===== src/rtl/note_seq_buffer.sv =====
// note_seq_buffer: record/playback note sequencer.
// Captures {note, octave} events into a DEPTH-entry register array while idle,
// then replays them with NOTE_TICKS of sound and GAP_TICKS of silence per entry.
// Every output is registered; full/empty decode the registered count.
module note_seq_buffer #(
  parameter int DEPTH      = 16,
  parameter int NOTE_W     = 4,
  parameter int OCT_W      = 2,
  parameter int NOTE_TICKS = 12500000,
  parameter int GAP_TICKS  = 2500000,
  parameter int TICK_W     = 24
) (
  input  logic                       clk,
  input  logic                       reset,
  input  logic                       rec_valid,
  input  logic [NOTE_W-1:0]          note_in,
  input  logic [OCT_W-1:0]           octave_in,
  input  logic                       play_start,
  input  logic                       stop,
  input  logic                       clear,
  input  logic                       loop_en,
  output logic                       playing,
  output logic                       note_valid,
  output logic [NOTE_W-1:0]          note_out,
  output logic [OCT_W-1:0]           octave_out,
  output logic                       step_pulse,
  output logic [$clog2(DEPTH)-1:0]   play_index,
  output logic [$clog2(DEPTH+1)-1:0] count,
  output logic                       full,
  output logic                       empty,
  output logic                       overflow
);

  localparam int IDX_W = $clog2(DEPTH);
  localparam int CNT_W = $clog2(DEPTH + 1);
  localparam int ENT_W = NOTE_W + OCT_W;
  localparam bit HAS_GAP = (GAP_TICKS > 0);
  localparam logic [TICK_W-1:0] NOTE_LAST = TICK_W'(NOTE_TICKS - 1);
  localparam logic [TICK_W-1:0] GAP_LAST  = HAS_GAP ? TICK_W'(GAP_TICKS - 1) : '0;

  typedef enum logic [1:0] {
    IDLE = 2'd0,
    NOTE = 2'd1,
    GAP  = 2'd2
  } state_t;

  state_t            state;
  state_t            state_n;
  logic [TICK_W-1:0] timer;
  logic [TICK_W-1:0] timer_n;
  logic [IDX_W-1:0]  idx_n;
  logic [CNT_W-1:0]  count_n;
  logic              ovf_n;
  logic              step_n;
  logic              wr_en;
  logic              adv;
  logic              last_entry;
  logic [ENT_W-1:0]  mem [DEPTH];
  logic [ENT_W-1:0]  rd_ent;

  assign full       = (count == CNT_W'(DEPTH));
  assign empty      = (count == '0);
  assign last_entry = ((CNT_W'(play_index) + CNT_W'(1)) >= count);
  // Entry that will be presented next cycle; the array read is absorbed by the output register.
  assign rd_ent     = mem[idx_n];

  // Next-state, timer, index and buffer bookkeeping; clear outranks everything.
  always_comb begin
    state_n = state;
    timer_n = timer;
    idx_n   = play_index;
    count_n = count;
    ovf_n   = overflow;
    step_n  = 1'b0;
    wr_en   = 1'b0;
    adv     = 1'b0;
    if (clear) begin
      state_n = IDLE;
      timer_n = '0;
      idx_n   = '0;
      count_n = '0;
      ovf_n   = 1'b0;
    end else begin
      case (state)
        IDLE: begin
          timer_n = '0;
          if (play_start && !empty) begin
            state_n = NOTE;
            idx_n   = '0;
            step_n  = 1'b1;
          end else if (rec_valid) begin
            if (full) begin
              ovf_n = 1'b1;
            end else begin
              wr_en   = 1'b1;
              count_n = count + CNT_W'(1);
            end
          end
        end
        NOTE: begin
          if (stop) begin
            state_n = IDLE;
            timer_n = '0;
          end else if (timer == NOTE_LAST) begin
            timer_n = '0;
            if (HAS_GAP) state_n = GAP;
            else         adv     = 1'b1;
          end else begin
            timer_n = timer + TICK_W'(1);
          end
        end
        GAP: begin
          if (stop) begin
            state_n = IDLE;
            timer_n = '0;
          end else if (timer == GAP_LAST) begin
            timer_n = '0;
            adv     = 1'b1;
          end else begin
            timer_n = timer + TICK_W'(1);
          end
        end
        default: begin
          state_n = IDLE;
          timer_n = '0;
        end
      endcase
      // Leaving an entry: step forward, wrap when looping, otherwise go idle holding the index.
      if (adv) begin
        if (!last_entry) begin
          idx_n   = play_index + IDX_W'(1);
          state_n = NOTE;
          step_n  = 1'b1;
        end else if (loop_en) begin
          idx_n   = '0;
          state_n = NOTE;
          step_n  = 1'b1;
        end else begin
          state_n = IDLE;
        end
      end
    end
  end

  // Control state and registered outputs; outputs reflect the state being entered.
  always_ff @(posedge clk or negedge reset) begin
    if (!reset) begin
      state      <= IDLE;
      timer      <= '0;
      play_index <= '0;
      count      <= '0;
      overflow   <= 1'b0;
      playing    <= 1'b0;
      note_valid <= 1'b0;
      note_out   <= '0;
      octave_out <= '0;
      step_pulse <= 1'b0;
    end else begin
      state      <= state_n;
      timer      <= timer_n;
      play_index <= idx_n;
      count      <= count_n;
      overflow   <= ovf_n;
      playing    <= (state_n != IDLE);
      note_valid <= (state_n == NOTE);
      note_out   <= (state_n == NOTE) ? rd_ent[ENT_W-1:OCT_W] : '0;
      octave_out <= (state_n == NOTE) ? rd_ent[OCT_W-1:0] : '0;
      step_pulse <= step_n;
    end
  end

  // Note storage; contents need no reset since count gates every read.
  always_ff @(posedge clk) begin
    if (wr_en) mem[IDX_W'(count)] <= {note_in, octave_in};
  end

endmodule


===== config.mk =====
export PLATFORM = sky130hd
export DESIGN_NAME = note_seq_buffer
export DESIGN_NICKNAME = d
export VERILOG_FILES = /design/src/rtl/note_seq_buffer.sv
export SDC_FILE = /design/constraint.sdc
export NUM_CORES = 1
export LEC_CHECK = 0
export CAP_MARGIN = 20
export CORE_MARGIN = 8
export CORE_UTILIZATION = 50
export DETAILED_ROUTE_END_ITERATION = 16
export MAX_ROUTING_LAYER = met4
export PLACE_DENSITY = 0.68
export SYNTH_ARGS = -nofsm -noshare
export SYNTH_HDL_FRONTEND = slang
export SYNTH_SLANG_ARGS = --single-unit

===== constraint.sdc =====
create_clock -name clk -period 6.1 [get_ports clk]
set_clock_uncertainty 0.1 [all_clocks]
set_input_delay 1.22 -clock clk [delete_from_list [all_inputs] [get_ports clk]]
set_output_delay 1.22 -clock clk [all_outputs]
set_load 0.01 [all_outputs]

======== Word level (Yosys, flattened, before mapping) ========
Memory sizes are Yosys's and may differ from the RTL's.
Index checks and enable logic that the tools add are counted.
word-level totals
  input bits .............................. 13
  bits in writable memories ............... 96
  memories ................................ 1
  bits in registers ....................... 45
memory list
  name  words  bits a word  read ports  clocked after memory_dff  write ports  RTL line  source
  mem   16     6            1           0                         1            58        logic [ENT_W-1:0] mem [DEPTH];
operators by class
  reduce and logical (&&, ||, !) cells .... 10
  eq/ne operators ......................... 8
  $lt $le $gt $ge ......................... 1
  $add $sub $neg .......................... 4
  multiplexer cells ....................... 50
operator list
  kind                                                                      count
  24-bit 2-to-1 mux                                                         5
  24-bit one-hot mux with 2 select lines                                    1
  4-bit 2-to-1 mux                                                          7
  5-bit 2-to-1 mux                                                          5
  24-bit by 1-bit adder with 24-bit output (second input constant)          1
  24-bit by 22-bit equality test with 1-bit output (second input constant)  1
  24-bit equality test (second input constant)                              1
  1-bit 2-to-1 mux                                                          24
  2-bit 2-to-1 mux                                                          7
  4-bit AND reduction                                                       2
  2-bit nonzero test                                                        4
  2-bit one-hot mux with 3 select lines                                     1
  4-bit by 1-bit adder with 5-bit output (second input constant)            1
  5-bit by 1-bit adder with 5-bit output (second input constant)            1
  5-bit equality test (second input constant)                               1
  5-bit greater-or-equal comparator                                         1
  5-bit logical NOT                                                         1
  4-bit by 1-bit adder with 4-bit output (second input constant)            1
  2-bit by 1-bit equality test with 1-bit output (second input constant)    2
  2-bit inequality test (second input constant)                             2
  2-bit equality test (second input constant)                               1
  2-bit logical NOT                                                         1
  1-bit logical AND                                                         1
  1-bit logical NOT                                                         1

======== Logic depth before layout (Yosys ltp) ========
Gate-level depths: netlist (run 1).
An unclocked memory read counts as a cell.
  depth after elaboration ................. 11
  gate-level depth with buffers ........... 14
  gate-level depth less buffers ........... 13

======== Least setup slack after synthesis (run 1) ========
OpenSTA, ideal clock, no wires.
  path kind ............................... reg2reg
  from .................................... register play_index[0]
  to ...................................... register note_out[2]
  cell stages (with the launch flop) ...... 14
  arrival time ............................ 3156 ps
  buffers on the path ..................... 2
  path slack .............................. 2710 ps
  cells stage by stage .................... dfrtp_1 > ha_1 > xor2_1 > ha_1 > a21oi_1 > o21ai_0 > a21o_1 > a2111oi_4 > mux2i_4 > buf_6 > buf_12 > mux2_1 > o211ai_1 > o211ai_1
on the way
  word-level cells in the longest chain between the ends .. 8
  elaborated cells on any way between the ends .. 15
  classes of those cells .................. add/sub (2); order compare (1); eq/ne (1); mux (10); memory (1)
RTL lines
  element                                                    RTL line  source
  start: declaration                                         27        output logic [$clog2(DEPTH)-1:0] play_index,
  start signal: assignment                                   161       play_index <= idx_n;
  branches (longest 7 deep; another with memory 16 x 6 bit)  -
  4-bit 2-to-1 mux *                                         166       note_out <= (state_n == NOTE) ? rd_ent[ENT_W-1:OCT_W] : '0;
  end signal: assignment                                     166
  end: declaration                                           24        output logic [NOTE_W-1:0] note_out,
Mark *: on every way between the ends.
A chain may end at the register's enable or synchronous reset.

======== Final worst setup path (run 1) ========
  from .................................... register play_index[0]
  to ...................................... register octave_out[0]
on the way
  elaborated cells on any way between the ends .. 15
  classes of those cells .................. add/sub (2); order compare (1); eq/ne (1); mux (10); memory (1)
RTL lines
  element                                 RTL line  source
  4-bit by 1-bit adder with 5-bit output  63        assign last_entry = ((CNT_W'(play_index) + CNT_W'(1)) >= count);
  5-bit greater-or-equal comparator       63
  4-bit 2-to-1 mux *                      130       if (!last_entry) begin
  4-bit 2-to-1 mux *                      129       if (adv) begin
  4-bit 2-to-1 mux *                      77        if (clear) begin
  net idx_n[1]                            51        logic [IDX_W-1:0] idx_n;
  memory 16 x 6 bit *                     -
  2-bit 2-to-1 mux *                      167       octave_out <= (state_n == NOTE) ? rd_ent[OCT_W-1:0] : '0;
  end signal: assignment                  167
  end: declaration                        25        output logic [OCT_W-1:0] octave_out,
The timed path passes the listed nets; every way through them passes the cells marked *.

==> results of run 1 <==
## per-layer routing
| layer | GRT usage (%) | wire [um] | part of all wire (%) |
|---|---|---|---|
| met5 | - | 0 | 0 |
| met4 | 7.33 | 193 | 1.4 |
| met3 | 4.31 | 625 | 4.7 |
| met2 | 27.4 | 6520 | 49 |
| met1 | 22.5 | 6020 | 45 |
## layout by cell type (no fill, tap or decap), types with 8 or more instances in the layout
cell / synthesis / layout
a21oi_1: 10 / 10
clkbuf_16: 0 / 17
clkdlybuf4s50_1: 0 / 32
dfrtp_1: 45 / 45
edfxtp_1: 96 / 96
ha_1: 15 / 15
inv_1: 15 / 15
mux2_2: 9 / 9
mux2i_1: 29 / 29
nand2_1: 36 / 36
nand3_1: 11 / 11
nand4_1: 8 / 8
nor2_1: 58 / 58
nor2b_1: 8 / 8
o211ai_1: 11 / 11
o21ai_0: 8 / 8
xnor2_1: 10 / 10
xor2_1: 14 / 14
## state kept, by name, indices dropped and copies added, names as in the netlist
signal / flops
overflow: 1
note_valid: 1
timer: 24
play_index: 4
playing: 1
note_out: 4
mem: 96
step_pulse: 1
state: 2
octave_out: 2
count: 5
## worst max-delay path: cells and delay by family (launching register included)
| kind | cells | cell delay [ns] |
|---|---|---|
| xor gates and xnor gates | 1 | 0.16 |
| buffers and inverters | 1 | 0.19 |
| DFF | 1 | 0.47 |
| AOI/OAI and AO/OA | 8 | 1.99 |
| adders and majority gates | 2 | 0.61 |
| and+or+nand+nor | 1 | 0.38 |
## kinds of logic after synthesis
logic type               Yosys count  share of synthesized area, %
multiplexers                      45                          7.52
adder cells (fa/ha/maj)           15                          2.93
buffers and inverters             30                          2.48
XOR/XNOR                          24                          3.28
AO/OA/AOI/OAI                     69                          8.42
flip-flops                       141                          62.6
AND/OR/NAND/NOR                  162                          12.8
## where the power goes
group / total (mW) / switching (mW) / internal [mW]
combinational: 0.146 / 0.0862 / 0.0595
clock: 0.945 / 0.387 / 0.559
sequential: 1.06 / 0.0122 / 1.05
total: 2.15 / 0.485 / 1.66
## stage by stage
stage	cells	instance area, um^2	worst slack [ns]
after floorplan	486	6400	2.71
after global placement	677	6850	1.83
after detailed placement	677	6850	1.76
after CTS	709	7390	2.06
after global routing	711	7420	1.66
final	711	7420	2.06
## worst min path at each step
stage          cells after the start                 end          startpoint  slack, ns
2_1_floorplan                      1  timer[0]$_DFF_PN0_  timer[0]$_DFF_PN0_       0.35
6_report                           1  timer[0]$_DFF_PN0_  timer[0]$_DFF_PN0_       0.38
3_3_place_gp                       1  timer[0]$_DFF_PN0_  timer[0]$_DFF_PN0_       0.37
3_5_place_dp                       1  timer[0]$_DFF_PN0_  timer[0]$_DFF_PN0_       0.38
4_1_cts                            1  timer[0]$_DFF_PN0_  timer[0]$_DFF_PN0_       0.39
5_1_grt                            1  timer[0]$_DFF_PN0_  timer[0]$_DFF_PN0_       0.41
## cell type report
cell class	count	area [um^2]	area share, %
well taps	172	215	2.90
inverters	15	56.3	0.759
clock buffers	18	429	5.78
repair buffers	36	358	4.82
clock inverters	14	116	1.57
multi-input cells	315	2240	30.1
flip-flops and latches	141	4010	54.0
==> results.yml, run 1 <==
die:
  core_area_um2: 12600
  initial_core_util_pct: 51.0
  die_y_um: 129
  die-area_um2: 16700
  ioPinCount: 34
  die_x_um: 129
  row_count: 41
finish:
  finalCoreUtilization_pct: 59.0
  fill_cells: 1001
  antenna_cells: 0
  finalNetCount: 554
  drive_gt1_share_pct: 10.2
  area_growth_pct: 15.9
cts:
  clock_sinks: 141
  cts_buffers: 17
  root_buffer: "clkbuf_16"
  cts_buffer_depth: 2
  post_cts_buffers: 0
  cts_tree: "done"
  clk_latency_ns: 0.42
  htree_levels: 4
  clkTransAtPathRegs_ns: 0.06
  cts_hold_buf: 0
  cts_resized: 0
synthesis:
  synth_nets: 514
  seq_area_frac_synth_pct: 62.6
  yosys_register_bits: 141
  yosys-top-cells-count: "edfxtp_1, nor2_1, dfrtp_1"
  synth_top_area_cell: "edfxtp_1"
  synth.most_common_cell: "edfxtp_1"
  yosys.cell_types.count: 59
  synth.avg_cell_area_um2: 13.2
  yosys_warnings: 0
  netlist_instances: 486
  synth_flop_cell: "edfxtp_1"
  synthTopCellsByArea: "edfxtp_1, dfrtp_1, mux2i_1, nor2_1, ha_1"
  synth_edf_count: 96
  synth_area_um2: 6400
  synth_top_area_share_pct: 45.0
  synth_async_sr_flop_share_pct: 31.9
power:
  p_per_area_nw_per_um2: 290
  power_mw: 2.15
  p_leak_nw: 2.87
  ir_drop_v: 0.000214
global_route:
  antenna_found_initial: 0
  track_usage_pct: 17.9
  grt_pass1_vias: 3940
  grt_pass1_wl_mm: 21.7
  grt-ovfl-total: 0
  grt_max_degree: 55
placed_design:
  port_buffers: 33
  place_congestion: 0.846
  dpl.hpwl_mm: 9.11
critical_path:
  cp.required_ns: 6.29
  critPathMaxFanout: 25
  startpoint: "play_index[0]$_DFF_PN0_"
  critical_path_class: "register to register"
  crit_path_end: "octave_out[0]$_DFF_PN0_"
  slowest_delay_ns: 0.62
  endpoint_kind: "register"
  cp_data_arrival_time_ns: 4.23
  cp_slowest_cell: "a22oi_4"
  r2r-start: "play_index[0]$_DFF_PN0_"
  crit_chain: "ha_1 > xor2_1 > ha_1 > a21oi_1 > o21ai_0 > a21oi_1 > a211oi_4 > a22oi_4 > inv_1 > nor2_1 > a221oi_1 > a32oi_1 > o21ai_1"
  reg2reg_depth: 13
  r2r-end: "octave_out[0]$_DFF_PN0_"
  cp-start-kind: "register"
  timing.reg2reg.setup_slack_ns: 2.06
min_path:
  min_path_type: "register to register"
run:
  max-cap-violations: 0
drt:
  drt.antenna.violating_nets: 0
  drt_iter0_markers: 292
  avgRoutedWirePerCell_um: 18.8
  vias: 3938
  route.detailed.drc: 0
  vias_per_cell: 5.54
  wl_mm: 13.4
  first_pass_iters: 4
sta:
  period_needed_ns: 4.04
  tightest_slew_ns: 1.03
  holdWs_ns: 0.381
  fin_setup_tns_ns: 0
  setup_violations: 0
  timing.fmax_ghz: 0.247
  timing.final.crit_share_pct: 66.3
  rsz0062_at_grt: "false"
  timing.slew.headroom_pct: 30.6
  finalHoldViolCount: 0
  drv_slew: 0
outcome:
  status: "completed"
Note: power is estimated with default switching activity, not from simulation.
==> inputs of run 2 (changes only) <==
- clock period: 6.1 -> 4.1 ns (I/O delays scaled with it)
==> results.yml, run 2 (synthesis gave the netlist of run 1 again) <==
critical_path:
  critPathMaxFanout: 54
  cp_slowest_cell: "a2111oi_4"
  cp-start-kind: "register"
  crit_path_end: "note_out[2]$_DFF_PN0_"
  r2r-end: "note_out[2]$_DFF_PN0_"
  path_depth: 13
  cp.required_ns: 4.33
  startpoint: "play_index[1]$_DFF_PN0_"
  cp_data_arrival_time_ns: 4.00
  path_buf_inv: 1
  cpMostUsedCell: "ha_1"
  endpoint_kind: "register"
  slowest_delay_ns: 0.53
  reg2reg_depth: 13
  timing.reg2reg.setup_slack_ns: 0.33
  crit_chain: "ha_1 > xor2_1 > ha_1 > a21oi_1 > o21ai_0 > a21o_1 > a2111oi_4 > mux2i_4 > buf_12 > mux2_2 > o22ai_1 > a221o_1 > o211ai_1"
  cp_top_family: "compound AO/OA/AOI/OAI gates"
  r2r-start: "play_index[1]$_DFF_PN0_"
  critical_path_class: "register to register"
cts:
  clkTransAtPathRegs_ns: 0.06
  cts_tree: "done"
  cts_resized: 0
  cts_hold_buf: 0
  htree_levels: 4
  cts_buffer_depth: 2
  clk_latency_ns: 0.42
  post_cts_buffers: 0
  root_buffer: "clkbuf_16"
  cts_buffers: 17
  clock_sinks: 141
finish:
  area_growth_pct: 18.8
  finalNetCount: 562
  finalCoreUtilization_pct: 60.5
  largest_register_ff_count: 96
  layout_commonest_cell: "edfxtp_1"
  fin_cells: 719
  fill_cells: 984
  seqCellArea_um2: 4010
  largest_register: "mem"
  final_cell_mix: "edfxtp_1, nor2_1, dfrtp_1"
  drive_gt1_share_pct: 12.2
  reg_top3: "mem: 96 flops, timer: 24 flops, count: 5 flops"
  multiInputGateArea_um2: 2240
  antenna_cells: 0
placed_design:
  place_congestion: 0.856
  pre_cts_slack_ns: 0.405
  dpl.hpwl_mm: 8.94
  placed_cells: 686
  port_buffers: 33
drt:
  drt_iter0_markers: 245
  vias: 3977
  avgRoutedWirePerCell_um: 18.4
  wl_mm: 13.3
  drt.antenna.violating_nets: 0
  first_pass_iters: 5
  route.detailed.drc: 0
  vias_per_cell: 5.53
sta:
  rsz0062_at_grt: "false"
  setup_violations: 0
  drv_slew: 0
  fin_setup_tns_ns: 0
  timing.final.crit_share_pct: 92.0
  tightest_slew_ns: 0.950
  timing.fmax_ghz: 0.265
  period_needed_ns: 3.77
  finalHoldViolCount: 0
  timing.slew.headroom_pct: 36.5
  setup_ws_ns: 0.326
power:
  pwr-share-comb_pct: 6.5
  p_int_mw: 2.74
  p_sw_mw: 0.735
  p_per_area_nw_per_um2: 457
  ir_drop_v: 0.000303
  seq_power_share_pct: 45.2
  pwr-share-clk_pct: 48.3
  p_leak_nw: 2.97
  p_sw_share_pct: 21.1
global_route:
  track_usage_pct: 17.7
  grt_pass1_wl_mm: 21.6
  grt-ovfl-total: 0
  grt_pass1_vias: 4172
  antenna_found_initial: 0
  grt_max_degree: 55
die:
  die_y_um: 129
  die-area_um2: 16700
  die_x_um: 129
  core_area_um2: 12600
  ioPinCount: 34
  row_count: 41
  initial_core_util_pct: 51.0
outcome:
  status: "completed"
run:
  max-cap-violations: 0
min_path:
  min_path_type: "input port to async pin"
[run 2: changes by cell type in the layout (fill, tap and decap cells not counted)]
cell	previous run	this run
bufinv_16	1	5
inv_6	4	1
clkbuf_1	1	0
buf_12	1	2
nor2_1	58	57
nor2_2	0	1
clkinv_1	2	0
clkbuf_2	1	0
buf_4	1	9
clkinv_2	4	3
clkbuf_8	0	1
clkinv_4	1	3
[run 2: power by group through the flow]
stage	Sequential, mW	Combinational [mW]	Clock (mW)
floorplan	1.60	0.102	0
global route	1.57	0.247	1.76
finish	1.57	0.225	1.68
detailed placement	1.60	0.223	0
CTS	1.57	0.225	1.70
global placement	1.60	0.218	0
[run 2: worst min path at each step]
stage	from	end	slack [ns]
final	reset	timer[20]$_DFF_PN0_	0.15
after floorplan	timer[0]$_DFF_PN0_	timer[0]$_DFF_PN0_	0.35
after CTS	timer[0]$_DFF_PN0_	timer[0]$_DFF_PN0_	0.38
after global placement	timer[0]$_DFF_PN0_	timer[0]$_DFF_PN0_	0.37
after detailed placement	timer[0]$_DFF_PN0_	timer[0]$_DFF_PN0_	0.37
after global routing	reset	timer[20]$_DFF_PN0_	0.15
[run 2: routing by layer]
metal,vias to the layer above,part of all wire (%),global-route usage [%]
li1,1902,-,-
met1,1979,45,21.6
met2,86,49,28.1
met3,10,4.8,4.03
met4,0,1.2,7.53
met5,-,0,-
[run 2: metrics by stage]
| step | cell area, um^2 | power (mW) | hold WS (ns) |
|---|---|---|---|
| 6_report | 7610 | 3.48 | 0.149 |
| 5_1_grt | 7610 | 3.59 | 0.153 |
| 4_1_cts | 7580 | 3.50 | 0.379 |
| 3_5_place_dp | 6930 | 1.82 | 0.372 |
| 3_3_place_gp | 6930 | 1.82 | 0.367 |
| 2_1_floorplan | 6400 | 1.71 | 0.348 |
[run 2: layout make-up]
cell class                      instances  area share, %
Clock buffer                           18           5.77
Inverter                               15          0.740
Tap cell                              172           2.83
Clock inverter                         14           2.83
Sequential cell                       141           52.7
Timing Repair Buffer                   44           5.69
Multi-Input combinational cell        315           29.4
[run 2: worst reg2reg max path, delay by kind of cell (launching register included)]
kind,cells,cell delay (ns)
AOI/OAI and AO/OA,7,1.68
xor gates and xnor gates,1,0.20
adders and majority gates,2,0.57
buffers and inverters,1,0.22
DFF,1,0.46
muxes,2,0.45
==> inputs of run 3 (changes only) <==
- CTS_CLUSTER_DIAMETER: unset -> 50
- MAX_ROUTING_LAYER: met4 -> unset
==> results.yml, run 3 (synthesis gave the netlist of run 1 again) <==
cts:
  cts_resized: 0
  cts_buffer_depth: 2
  clock_sinks: 141
  cts_buffers: 17
  root_buffer: "clkbuf_16"
  post_cts_buffers: 0
  cts_tree: "done"
  clk_latency_ns: 0.42
  clkTransAtPathRegs_ns: 0.06
  htree_levels: 4
  cts_hold_buf: 0
die:
  row_count: 41
  die_x_um: 129
  die-area_um2: 16700
  ioPinCount: 34
  die_y_um: 129
  initial_core_util_pct: 51.0
  core_area_um2: 12600
power:
  ir_drop_v: 0.000302
  p_leak_nw: 2.97
  p_per_area_nw_per_um2: 457
finish:
  fin_cells: 719
  final_cell_mix: "edfxtp_1, nor2_1, dfrtp_1"
  drive_gt1_share_pct: 12.2
  reg_top3: "mem: 96 flops, timer: 24 flops, count: 5 flops"
  largest_register: "mem"
  layout_commonest_cell: "edfxtp_1"
  largest_register_ff_count: 96
  antenna_cells: 0
  area_growth_pct: 18.8
  finalNetCount: 562
  finalCoreUtilization_pct: 60.5
drt:
  avgRoutedWirePerCell_um: 18.4
  drt_iter0_markers: 244
  route.detailed.drc: 0
  first_pass_iters: 5
  vias_per_cell: 5.55
  drt.antenna.violating_nets: 0
  vias: 3994
  wl_mm: 13.2
critical_path:
  startpoint: "play_index[1]$_DFF_PN0_"
  critical_path_class: "register to register"
  reg2reg_depth: 13
  endpoint_kind: "register"
  r2r-start: "play_index[1]$_DFF_PN0_"
  r2r-end: "note_out[2]$_DFF_PN0_"
  crit_path_end: "note_out[2]$_DFF_PN0_"
  cp_data_arrival_time_ns: 3.99
  cp-start-kind: "register"
  cp_slowest_cell: "a2111oi_4"
  cp.required_ns: 4.33
  crit_chain: "ha_1 > xor2_1 > ha_1 > a21oi_1 > o21ai_0 > a21o_1 > a2111oi_4 > mux2i_4 > buf_12 > mux2_2 > o22ai_1 > a221o_1 > o211ai_1"
  cpMostUsedCell: "ha_1"
  slowest_delay_ns: 0.53
  timing.reg2reg.setup_slack_ns: 0.34
  critPathMaxFanout: 54
placed_design:
  dpl.hpwl_mm: 8.94
  port_buffers: 33
  placed_cells: 686
  place_congestion: 0.843
global_route:
  grt_pass1_vias: 4166
  grt_pass1_wl_mm: 21.7
  track_usage_pct: 17.2
  grt_max_degree: 55
  antenna_found_initial: 0
  grt-ovfl-total: 0
sta:
  setup_violations: 0
  rsz0062_at_grt: "false"
  fin_setup_tns_ns: 0
  period_needed_ns: 3.76
  tightest_slew_ns: 0.939
  drv_slew: 0
  timing.fmax_ghz: 0.266
  finalHoldViolCount: 0
  timing.final.crit_share_pct: 91.7
  timing.slew.headroom_pct: 37.2
outcome:
  status: "completed"
min_path:
  min_path_type: "input port to async pin"
run:
  max-cap-violations: 0
## run 3: cell counts in the layout (fill, tap and decap cells not counted)
No cell type changed its count.
## run 3: where the power goes
part           switching (mW)  internal (mW)  leakage (nW)
Sequential             0.0168           1.56          1.49
Combinational           0.132         0.0929          1.17
Clock                   0.585           1.10         0.316
Total                   0.733           2.74          2.97
## run 3: layout make-up
| type | instances | area (um^2) |
|---|---|---|
| fillers | 985 | 4960 |
| flip-flops and latches | 141 | 4010 |
| multi-input cells | 315 | 2240 |
| clock buffers | 18 | 439 |
| repair buffers | 44 | 433 |
| clock inverters | 14 | 215 |
| well taps | 172 | 215 |
| inverters | 15 | 56.3 |
## run 3: worst min path at each step
stage / start / to / slack [ns] / depth (start not counted)
floorplan: timer[0]$_DFF_PN0_ / timer[0]$_DFF_PN0_ / 0.35 / 1
global placement: timer[0]$_DFF_PN0_ / timer[0]$_DFF_PN0_ / 0.37 / 1
detailed placement: timer[0]$_DFF_PN0_ / timer[0]$_DFF_PN0_ / 0.37 / 1
CTS: timer[0]$_DFF_PN0_ / timer[0]$_DFF_PN0_ / 0.38 / 1
global route: reset / timer[20]$_DFF_PN0_ / 0.12 / 1
finish: reset / timer[16]$_DFF_PN0_ / 0.12 / 1
## run 3: layer usage
metal,wire length (um),vias up,GRT usage (%)
met4,142,0,7.53
met2,6490,83,28.2
met1,5990,1999,21.4
met5,0,-,0
li1,-,1902,-
met3,578,10,4.03
## run 3: metrics by stage
| step | instance area (um^2) | power (mW) | setup WS (ns) | hold slack [ns] |
|---|---|---|---|---|
| after detailed placement | 6930 | 1.82 | 0.405 | 0.372 |
| after floorplan | 6400 | 1.71 | 0.710 | 0.348 |
| after global routing | 7610 | 3.59 | 0.125 | 0.116 |
| final | 7610 | 3.48 | 0.340 | 0.120 |
| after global placement | 6930 | 1.82 | 0.483 | 0.367 |
| after CTS | 7580 | 3.50 | 0.348 | 0.379 |
## run 3: worst max-delay path, delay by kind of cell, from the launching register on
kind / cells / cell delay (ns)
adder cells (fa/ha/maj): 2 / 0.57
buffers and inverters: 1 / 0.22
AO/OA/AOI/OAI: 7 / 1.68
flip-flops: 1 / 0.46
XOR/XNOR: 1 / 0.20
multiplexers: 2 / 0.41
